**src/rtl/operand_fetch_pkg.sv**
```systemverilog
// operand_fetch_pkg
//   Shared constants for the operand-fetch slice: default operand width,
//   default register count, register-address width and the ALU opcode set.
package operand_fetch_pkg;

    localparam int unsigned DEF_DATA_W = 8;
    localparam int unsigned DEF_NREG   = 8;
    localparam int unsigned REG_ADDR_W = $clog2(DEF_NREG);

    typedef enum logic [2:0] {
        ALU_AND = 3'd0,
        ALU_OR  = 3'd1,
        ALU_ADD = 3'd2,
        ALU_SUB = 3'd6,
        ALU_SLT = 3'd7
    } alu_op_e;

endpackage

```
**src/rtl/operand_fetch_regfile.sv**
```systemverilog
// regfile
//   NREG x DATA_W register file, register 0 hardwired to zero.
//   Ports:
//     clk, reset          clock, asynchronous active-high reset (clears all)
//     ra_addr / ra_data   asynchronous read port A
//     rb_addr / rb_data   asynchronous read port B
//     we, wa_addr, wa_data synchronous write port (writes to 0 discarded)
module regfile
    import operand_fetch_pkg::*;
#(
    parameter  int unsigned DATA_W = DEF_DATA_W,
    parameter  int unsigned NREG   = DEF_NREG,
    localparam int unsigned AW     = $clog2(NREG)
) (
    input  logic              clk,
    input  logic              reset,
    input  logic [AW-1:0]     ra_addr,
    output logic [DATA_W-1:0] ra_data,
    input  logic [AW-1:0]     rb_addr,
    output logic [DATA_W-1:0] rb_data,
    input  logic              we,
    input  logic [AW-1:0]     wa_addr,
    input  logic [DATA_W-1:0] wa_data
);

    logic [DATA_W-1:0] mem [NREG];

    always_ff @(posedge clk or posedge reset) begin
        if (reset) begin
            for (int unsigned i = 0; i < NREG; i++) begin
                mem[i] <= '0;
            end
        end else if (we && wa_addr != '0) begin
            mem[wa_addr] <= wa_data;
        end
    end

    always_comb begin
        ra_data = (ra_addr == '0) ? '0 : mem[ra_addr];
        rb_data = (rb_addr == '0) ? '0 : mem[rb_addr];
    end

endmodule

```
**src/rtl/operand_fetch.sv**
```systemverilog
// operand_fetch
//   Reads ALU operands from the register file, tracks outstanding writes
//   with a per-register pending scoreboard, stalls the decoder on hazards
//   and registers operands/control towards the ALU (one-cycle latency).
//   Optional build macro OPERAND_FETCH_BYPASS_EN: a source being written
//   back this cycle takes wb_data directly instead of stalling.
//   Ports:
//     clk, reset                  clock, asynchronous active-high reset
//     in_valid / in_ready         decoder handshake (ready is combinational)
//     in_rs, in_rt, in_rd         source A, source B, destination addresses
//     in_ctrl                     ALU opcode, passed through
//     in_use_imm, in_imm          select immediate for operand B
//     in_wen                      instruction writes in_rd
//     wb_en, wb_addr, wb_data     writeback port
//     out_valid, out_ctrl, out_a, out_b, out_rd, out_wen   registered to ALU
module operand_fetch
    import operand_fetch_pkg::*;
#(
    parameter  int unsigned DATA_W = DEF_DATA_W,
    parameter  int unsigned NREG   = DEF_NREG,
    localparam int unsigned AW     = $clog2(NREG)
) (
    input  logic              clk,
    input  logic              reset,
    input  logic              in_valid,
    output logic              in_ready,
    input  logic [AW-1:0]     in_rs,
    input  logic [AW-1:0]     in_rt,
    input  logic [AW-1:0]     in_rd,
    input  logic [2:0]        in_ctrl,
    input  logic              in_use_imm,
    input  logic [DATA_W-1:0] in_imm,
    input  logic              in_wen,
    input  logic              wb_en,
    input  logic [AW-1:0]     wb_addr,
    input  logic [DATA_W-1:0] wb_data,
    output logic              out_valid,
    output logic [2:0]        out_ctrl,
    output logic [DATA_W-1:0] out_a,
    output logic [DATA_W-1:0] out_b,
    output logic [AW-1:0]     out_rd,
    output logic              out_wen
);

    logic [NREG-1:0]   pending;
    logic [NREG-1:0]   pending_nxt;
    logic [DATA_W-1:0] rf_a;
    logic [DATA_W-1:0] rf_b;
    logic [DATA_W-1:0] src_a;
    logic [DATA_W-1:0] src_b;
    logic              wb_hit_a;
    logic              wb_hit_b;
    logic              haz_a;
    logic              haz_b;
    logic              accept;
    alu_op_e           ctrl_q;

    regfile #(
        .DATA_W (DATA_W),
        .NREG   (NREG)
    ) u_regfile (
        .clk     (clk),
        .reset   (reset),
        .ra_addr (in_rs),
        .ra_data (rf_a),
        .rb_addr (in_rt),
        .rb_data (rf_b),
        .we      (wb_en),
        .wa_addr (wb_addr),
        .wa_data (wb_data)
    );

    // Hazard / operand selection. A writeback hitting a source either
    // forwards (bypass build) or forces a one-cycle stall so the source
    // is read from the updated register file next cycle.
    always_comb begin
        wb_hit_a = wb_en && (wb_addr == in_rs) && (in_rs != '0);
        wb_hit_b = wb_en && (wb_addr == in_rt) && (in_rt != '0);
`ifdef OPERAND_FETCH_BYPASS_EN
        haz_a = pending[in_rs] && !wb_hit_a;
        haz_b = pending[in_rt] && !wb_hit_b;
        src_a = wb_hit_a ? wb_data : rf_a;
        src_b = wb_hit_b ? wb_data : rf_b;
`else
        haz_a = pending[in_rs] || wb_hit_a;
        haz_b = pending[in_rt] || wb_hit_b;
        src_a = rf_a;
        src_b = rf_b;
`endif
        in_ready = !(haz_a || (!in_use_imm && haz_b));
        accept   = in_valid && in_ready;
    end

    // Clear before set, so a same-cycle reservation of the written
    // register leaves the bit set.
    always_comb begin
        pending_nxt = pending;
        if (wb_en) begin
            pending_nxt[wb_addr] = 1'b0;
        end
        if (accept && in_wen && in_rd != '0) begin
            pending_nxt[in_rd] = 1'b1;
        end
        pending_nxt[0] = 1'b0;
    end

    always_ff @(posedge clk or posedge reset) begin
        if (reset) begin
            pending <= '0;
        end else begin
            pending <= pending_nxt;
        end
    end

    always_ff @(posedge clk or posedge reset) begin
        if (reset) begin
            out_valid <= 1'b0;
            ctrl_q    <= ALU_AND;
            out_a     <= '0;
            out_b     <= '0;
            out_rd    <= '0;
            out_wen   <= 1'b0;
        end else begin
            out_valid <= accept;
            if (accept) begin
                ctrl_q  <= alu_op_e'(in_ctrl);
                out_a   <= src_a;
                out_b   <= in_use_imm ? in_imm : src_b;
                out_rd  <= in_rd;
                out_wen <= in_wen;
            end
        end
    end

    assign out_ctrl = ctrl_q;

endmodule

```
**config.mk**
```make
export PLATFORM = sky130hd
export DESIGN_NAME = operand_fetch
export DESIGN_NICKNAME = d
export VERILOG_FILES = /design/src/rtl/operand_fetch_pkg.sv /design/src/rtl/operand_fetch_regfile.sv /design/src/rtl/operand_fetch.sv
export SDC_FILE = /design/constraint.sdc
export NUM_CORES = 1
export LEC_CHECK = 0
export BUFFER_PORTS_ARGS = -buffer_cell sky130_fd_sc_hd__clkbuf_2
export CORE_MARGIN = 3
export CORE_UTILIZATION = 38
export CTS_CLUSTER_SIZE = 20
export DETAILED_ROUTE_END_ITERATION = 7
export GPL_TIMING_DRIVEN = 0
export PLACE_DENSITY = 0.54
export REMOVE_ABC_BUFFERS = 1
export SLEW_MARGIN = 0
export SYNTH_ARGS = -nofsm -noshare
export SYNTH_HDL_FRONTEND = slang
export SYNTH_SLANG_ARGS = --single-unit
```
**constraint.sdc**
```tcl
create_clock -name clk -period 5.3 [get_ports clk]
set_input_delay 1.325 -clock clk [delete_from_list [all_inputs] [get_ports clk]]
set_output_delay 1.325 -clock clk [all_outputs]
set_load 0.05 [all_outputs]
```
== After elaboration in Yosys (flattened, before gate mapping) ==
Index checks and enable logic that the tools add are counted.

* Magnitude comparators: 10
* Equality and inequality tests: 2
* Mux-type cells: 22
* Bitwise gates (word level): 6
* Reduce and logical (&&, ||, !) cells: 23

{| class="wikitable"
|+ Operators with widths
! cell !! count
|-
| $mux 8 || 10
|-
| $bwmux 64 || 1
|-
| $bmux 8 s3 || 2
|-
| $demux 8 s3 || 1
|-
| $lt 3x4->1 const B || 4
|-
| $ge 4x4->1 const B || 3
|-
| $logic_and 1x1->1 || 12
|-
| $not 3->4 || 3
|-
| $reduce_bool 3->1 || 4
|-
| $and 8x8->8 || 1
|-
| $not 8->8 || 1
|-
| $or 8x8->8 || 1
|-
| $bmux 1 s3 || 2
|-
| $demux 1 s3 || 2
|-
| $eq 3x3->1 || 2
|-
| $ge 3x1->1 const B || 2
|-
| $logic_not 3->1 || 2
|-
| $lt 4x1->1 const B || 1
|-
| $mux 1 || 4
|-
| $logic_or 1x1->1 || 3
|-
| $logic_not 1->1 || 2
|}

* Register bits after elaboration: 95
* Bits of input ports: 37
* Word-level logic and storage cells: 78

== Depth between registers and ports, before layout ==
* Depth after elaboration: 11
* Mapped depth: 9

== Modules after synthesis ==
A second synthesis with hierarchy kept.

* Cell total of the unflattened synthesis: 394
* Area, all modules: 4951.0 µm²

{| class="wikitable"
|+ By module, submodules not included
! module !! instances !! cells each !! area an instance (µm²)
|-
| regfile || 1 || 233 || 3186.8
|-
| operand_fetch || 1 || 161 || 1764.2
|}

== Least setup slack after synthesis ==
Ideal clock, no wire load.

* Path type: input to output
* Start: input wb_addr[2]
* End: output in_ready
* Arrival time: 2.582 ns
* Setup slack: 1.393 ns
* Stages on the path: 5
* Path through: buf_2 > xnor2_1 > and4_1 > o41ai_1 > and2_1

* Cells in the longest elaborated chain, start to end: 7
* Elaborated cells on any way between the ends: 11

{| class="wikitable"
|+ RTL lines
! element !! line !! RTL
|-
| start: declaration || operand_fetch.sv:35 || <nowiki>input logic [AW-1:0] wb_addr,</nowiki>
|-
| $eq 3x3->1 || operand_fetch.sv:78 || <nowiki>wb_hit_b = wb_en && (wb_addr == in_rt) && (in_rt != '0);</nowiki>
|-
| $logic_and 1x1->1 (2 in series) || operand_fetch.sv:78 ||
|-
| $logic_or 1x1->1 || operand_fetch.sv:86 || <nowiki>haz_b = pending[in_rt] || wb_hit_b;</nowiki>
|-
| $logic_and 1x1->1 || operand_fetch.sv:90 || <nowiki>in_ready = !(haz_a || (!in_use_imm && haz_b));</nowiki>
|-
| $logic_or 1x1->1 * || operand_fetch.sv:90 ||
|-
| $logic_not 1->1 * || operand_fetch.sv:90 ||
|-
| end: declaration || operand_fetch.sv:26 || <nowiki>output logic in_ready,</nowiki>
|}

Mark *: on every way between the ends. The rest lies on a longest branch, timed or not.

== Worst setup path after layout ==
* Start: input in_rs[0]
* End: output in_ready

* Cells in the longest elaborated chain, start to end: 6
* Elaborated cells on any way between the ends: 9

{| class="wikitable"
|+ RTL lines
! element !! line !! RTL
|-
| start: declaration || operand_fetch.sv:27 || <nowiki>input logic [AW-1:0] in_rs,</nowiki>
|-
| parallel branches: the longest is 3 deep, another holds $bmux 1 s3 || -- ||
|-
| $logic_or 1x1->1 * || operand_fetch.sv:85 || <nowiki>haz_a = pending[in_rs] || wb_hit_a;</nowiki>
|-
| $logic_or 1x1->1 * || operand_fetch.sv:90 ||
|-
| $logic_not 1->1 * || operand_fetch.sv:90 ||
|}

Every way passes the cells marked *. The select of a mux whose other input is x is not followed.

==> key figures <==
Die
  • Die W: 116 µm
  • Core ar.: 0.0117 mm²
  • Initial Util: 0.396
  • Die Ht: 116 µm
  • Io pins: 62
  • Row count: 39
  • Die Area: 0.0135 mm²

Global routing
  • Largest net degree at the start of global routing: 61
  • Gr usage total: 0.174
  • GRT Residual Overflow: 0
  • Initial antenna violation count: 0
  • First-pass GRT wire length: 17.4 mm
  • GRT Max-Usage Layer: met2
  • Met3 usage: 0.0404
  • Vias in the first global route: 3047
  • Grt met2 use: 0.264
  • Grt met1 use: 0.249

STA
  • Worst rel slew slack: 0.391
  • Setup_tns: 0 ps
  • Tmin final: 4410 ps
  • RSZ-0062 raised after global routing: false
  • Max Slew Vio Count: 0
  • Final setup vio count: 0
  • Maximum clock rate: 227 MHz
  • Clock skew: 4.21 ps
  • Worst-Margin Slew: 908 ps
  • Min Hold Slack: 511 ps
  • Period utilization: 0.832
  • Final Hold Fails: 0

Setup path
  • Worst R2R Start: pending[6]
  • Top delay family on crit path: buffers and inverters
  • Crit path arrival time: 3090 ps
  • CP startpoint kind: primary input
  • Critical Path Start: in_rs[0]
  • Crit Path Max Fanout: 24
  • CP Buf/Inv Count: 2
  • Critical-path cell list: clkbuf_2 > mux2i_1 > mux4_2 > o21a_1 > and2_1 > clkbuf_2
  • CP Capture Type: primary output
  • Most frequent CP cell: clkbuf_2
  • CP peak stage delay: 570 ps
  • Worst path slowest cell: clkbuf_2
  • CP Class: in -> out
  • CP Data Required Time: 3970 ps

Power and ir drop
  • PwrDens: 464 mW/mm²
  • Tot Pwr: 2.47 mW
  • LEAKAGE: 2.34 nW
  • Peak VDD IR: 0.000246 V

Placed design
  • Placed Cells: 518
  • Gpl congestion: 0.734
  • DP HPWL: 6.96 mm
  • Placed inst area: 0.00500 mm²
  • Port bufs: 61

Drt
  • DR pass1 iterations: 4
  • Drt wl/cell: 20.5 µm
  • Drt via density: 5.53
  • DRT iter0 DRCs: 64
  • Post-route DRC: 0
  • Via count: 2954
  • Final wirelength: 11.0 mm
  • Antenna Nets Post-Route: 0

Layout
  • Share of cells above drive strength 1: 0.494
  • Non-filler cells, final: 534
  • N_diodes: 0
  • Most frequent cells in the layout: dfrtp_1, mux2_2, clkbuf_2
  • Layout area overhead: 15.5%
  • Final instance area: 0.00533 mm²
  • Fin nets: 423
  • Commonest non-fill, non-tap cell in the layout: dfrtp_1

Synth
  • Main combinational cell family by area after synthesis: multiplexers
  • Syn_area_per_cell: 13.6 µm²
  • Distinct cells, synth: 38
  • Syn Std Cell Area: 0.00461 mm²
  • Post-synthesis adder-cell area fraction: 0
  • Compound-Gate Fraction of Synth Area: 0.0743
  • Synth Area in XOR/XNOR: 0.00949
  • Most used DFF post-synth: dfrtp_1
  • Sequential share of the synthesized area: 0.472
  • Mux contribution to synthesized area: 0.346
  • Syn. warnings: 0
  • Cells after Synth: 338
  • Number of flops mapped to enable cells by yosys: 0
  • Synth async-reset ratio: 1.00
  • #FFs+latches synth: 87
  • Simple-Gate Fraction of Synth Area: 0.0616

Clock network
  • Root Buffer: clkbuf_16
  • PostCTS Resize Cnt: 0
  • CTS Hold Bufs: 0
  • Clock-pin slew on the worst setup and hold paths: 60 ps
  • TritonCTS clock tree: built
  • Total CTS buffers: 9
  • Sink Count: 87
  • Clk_lat worst skew: 340 ps
  • Max Root-Sink Buffers: 2
  • Post-CTS Setup Bufs: 0
  • H-tree depth: 3

Hold path
  • Hold WC Path Type: reg -> reg
  • Hold Startpoint: out_b[3]

Flow run
  • Maxcap violations: 0

Outcome
  • Status: completed
stage by stage:
stage / utilization / setup WS, ps
detailed placement: 0.429 / 822
finish: 0.457 / 888
global placement: 0.424 / 461
global route: 0.457 / 730
CTS: 0.457 / 823
floorplan: - / 1560
report_power, final:
| group | leakage [nW] | total (mW) | switching [mW] | internal, mW |
|---|---|---|---|---|
| registers | 1.05 | 0.957 | 0.114 | 0.843 |
| clock network | 0.160 | 0.699 | 0.260 | 0.438 |
| logic | 1.13 | 0.817 | 0.463 | 0.354 |
cell families after synthesis:
family	Yosys count
compound gates	44
mux	118
buf+inv	31
xor+xnor	5
flops	87
simple gates	53
routing by layer:
metal | vias to the layer above | routed length, µm
met4 | 0 | 160
li1 | 1363 | -
met2 | 64 | 5020
met1 | 1517 | 5330
met5 | - | 0
met3 | 10 | 446
state kept, by name (all words and copies together), names as in the netlist:
| register | count |
|---|---|
| u_regfile.mem | 56 |
| out_a | 8 |
| out_ctrl | 3 |
| pending | 7 |
| out_wen | 1 |
| out_rd | 3 |
| out_valid | 1 |
| out_b | 8 |
Yosys cell counts, drive strengths merged (2+ instances only):
cell | n | area [µm²]
nor3 | 2 | 15.0
o21ai | 8 | 40.0
mux2i | 6 | 60.1
nor2b | 13 | 81.3
a32o | 7 | 70.1
dfrtp | 87 | 2180
nand2 | 20 | 75.1
mux2 | 95 | 1150
xnor2 | 4 | 35.0
and2 | 2 | 12.5
and3b | 2 | 17.5
a221oi | 8 | 70.1
clkbuf | 12 | 45.0
nor2 | 4 | 15.0
inv | 5 | 18.8
a22oi | 8 | 60.1
mux4 | 17 | 383
and3 | 2 | 12.5
nand3 | 2 | 10.0
buf | 14 | 106
nor3b | 2 | 15.0
o31ai | 8 | 60.1
path summary, 6_finish.rpt:
check	slack, ps	to	depth (start not counted)
worst max-delay path	890	in_ready	6
worst min-delay path	510	out_b[3]	1
worst max register to register	2940	out_a[7]	6
worst min register to register	510	out_b[3]	1
max in group asynchronous	3720	u_regfile.mem[6]	3
min in group asynchronous	960	out_b[3]	2
area by class of cell:
cell class                      instances  area (µm²)
Inverter                                5        21.3
Clock buffer                           13         260
Sequential cell                        87        2180
Fill cell                            1067        6330
Multi-Input combinational cell        220        2270
Clock inverter                          3        65.1
Timing Repair Buffer                   63         360
Tap cell                              143         179
worst reg2reg max path: cells and delay by family, from the launching register on:
kind | cells | cell delay, ps
compound gates | 1 | 390
mux | 2 | 510
flops | 1 | 400
buf+inv | 1 | 240
simple gates | 2 | 710
Note: power is estimated with default switching activity, not from simulation.
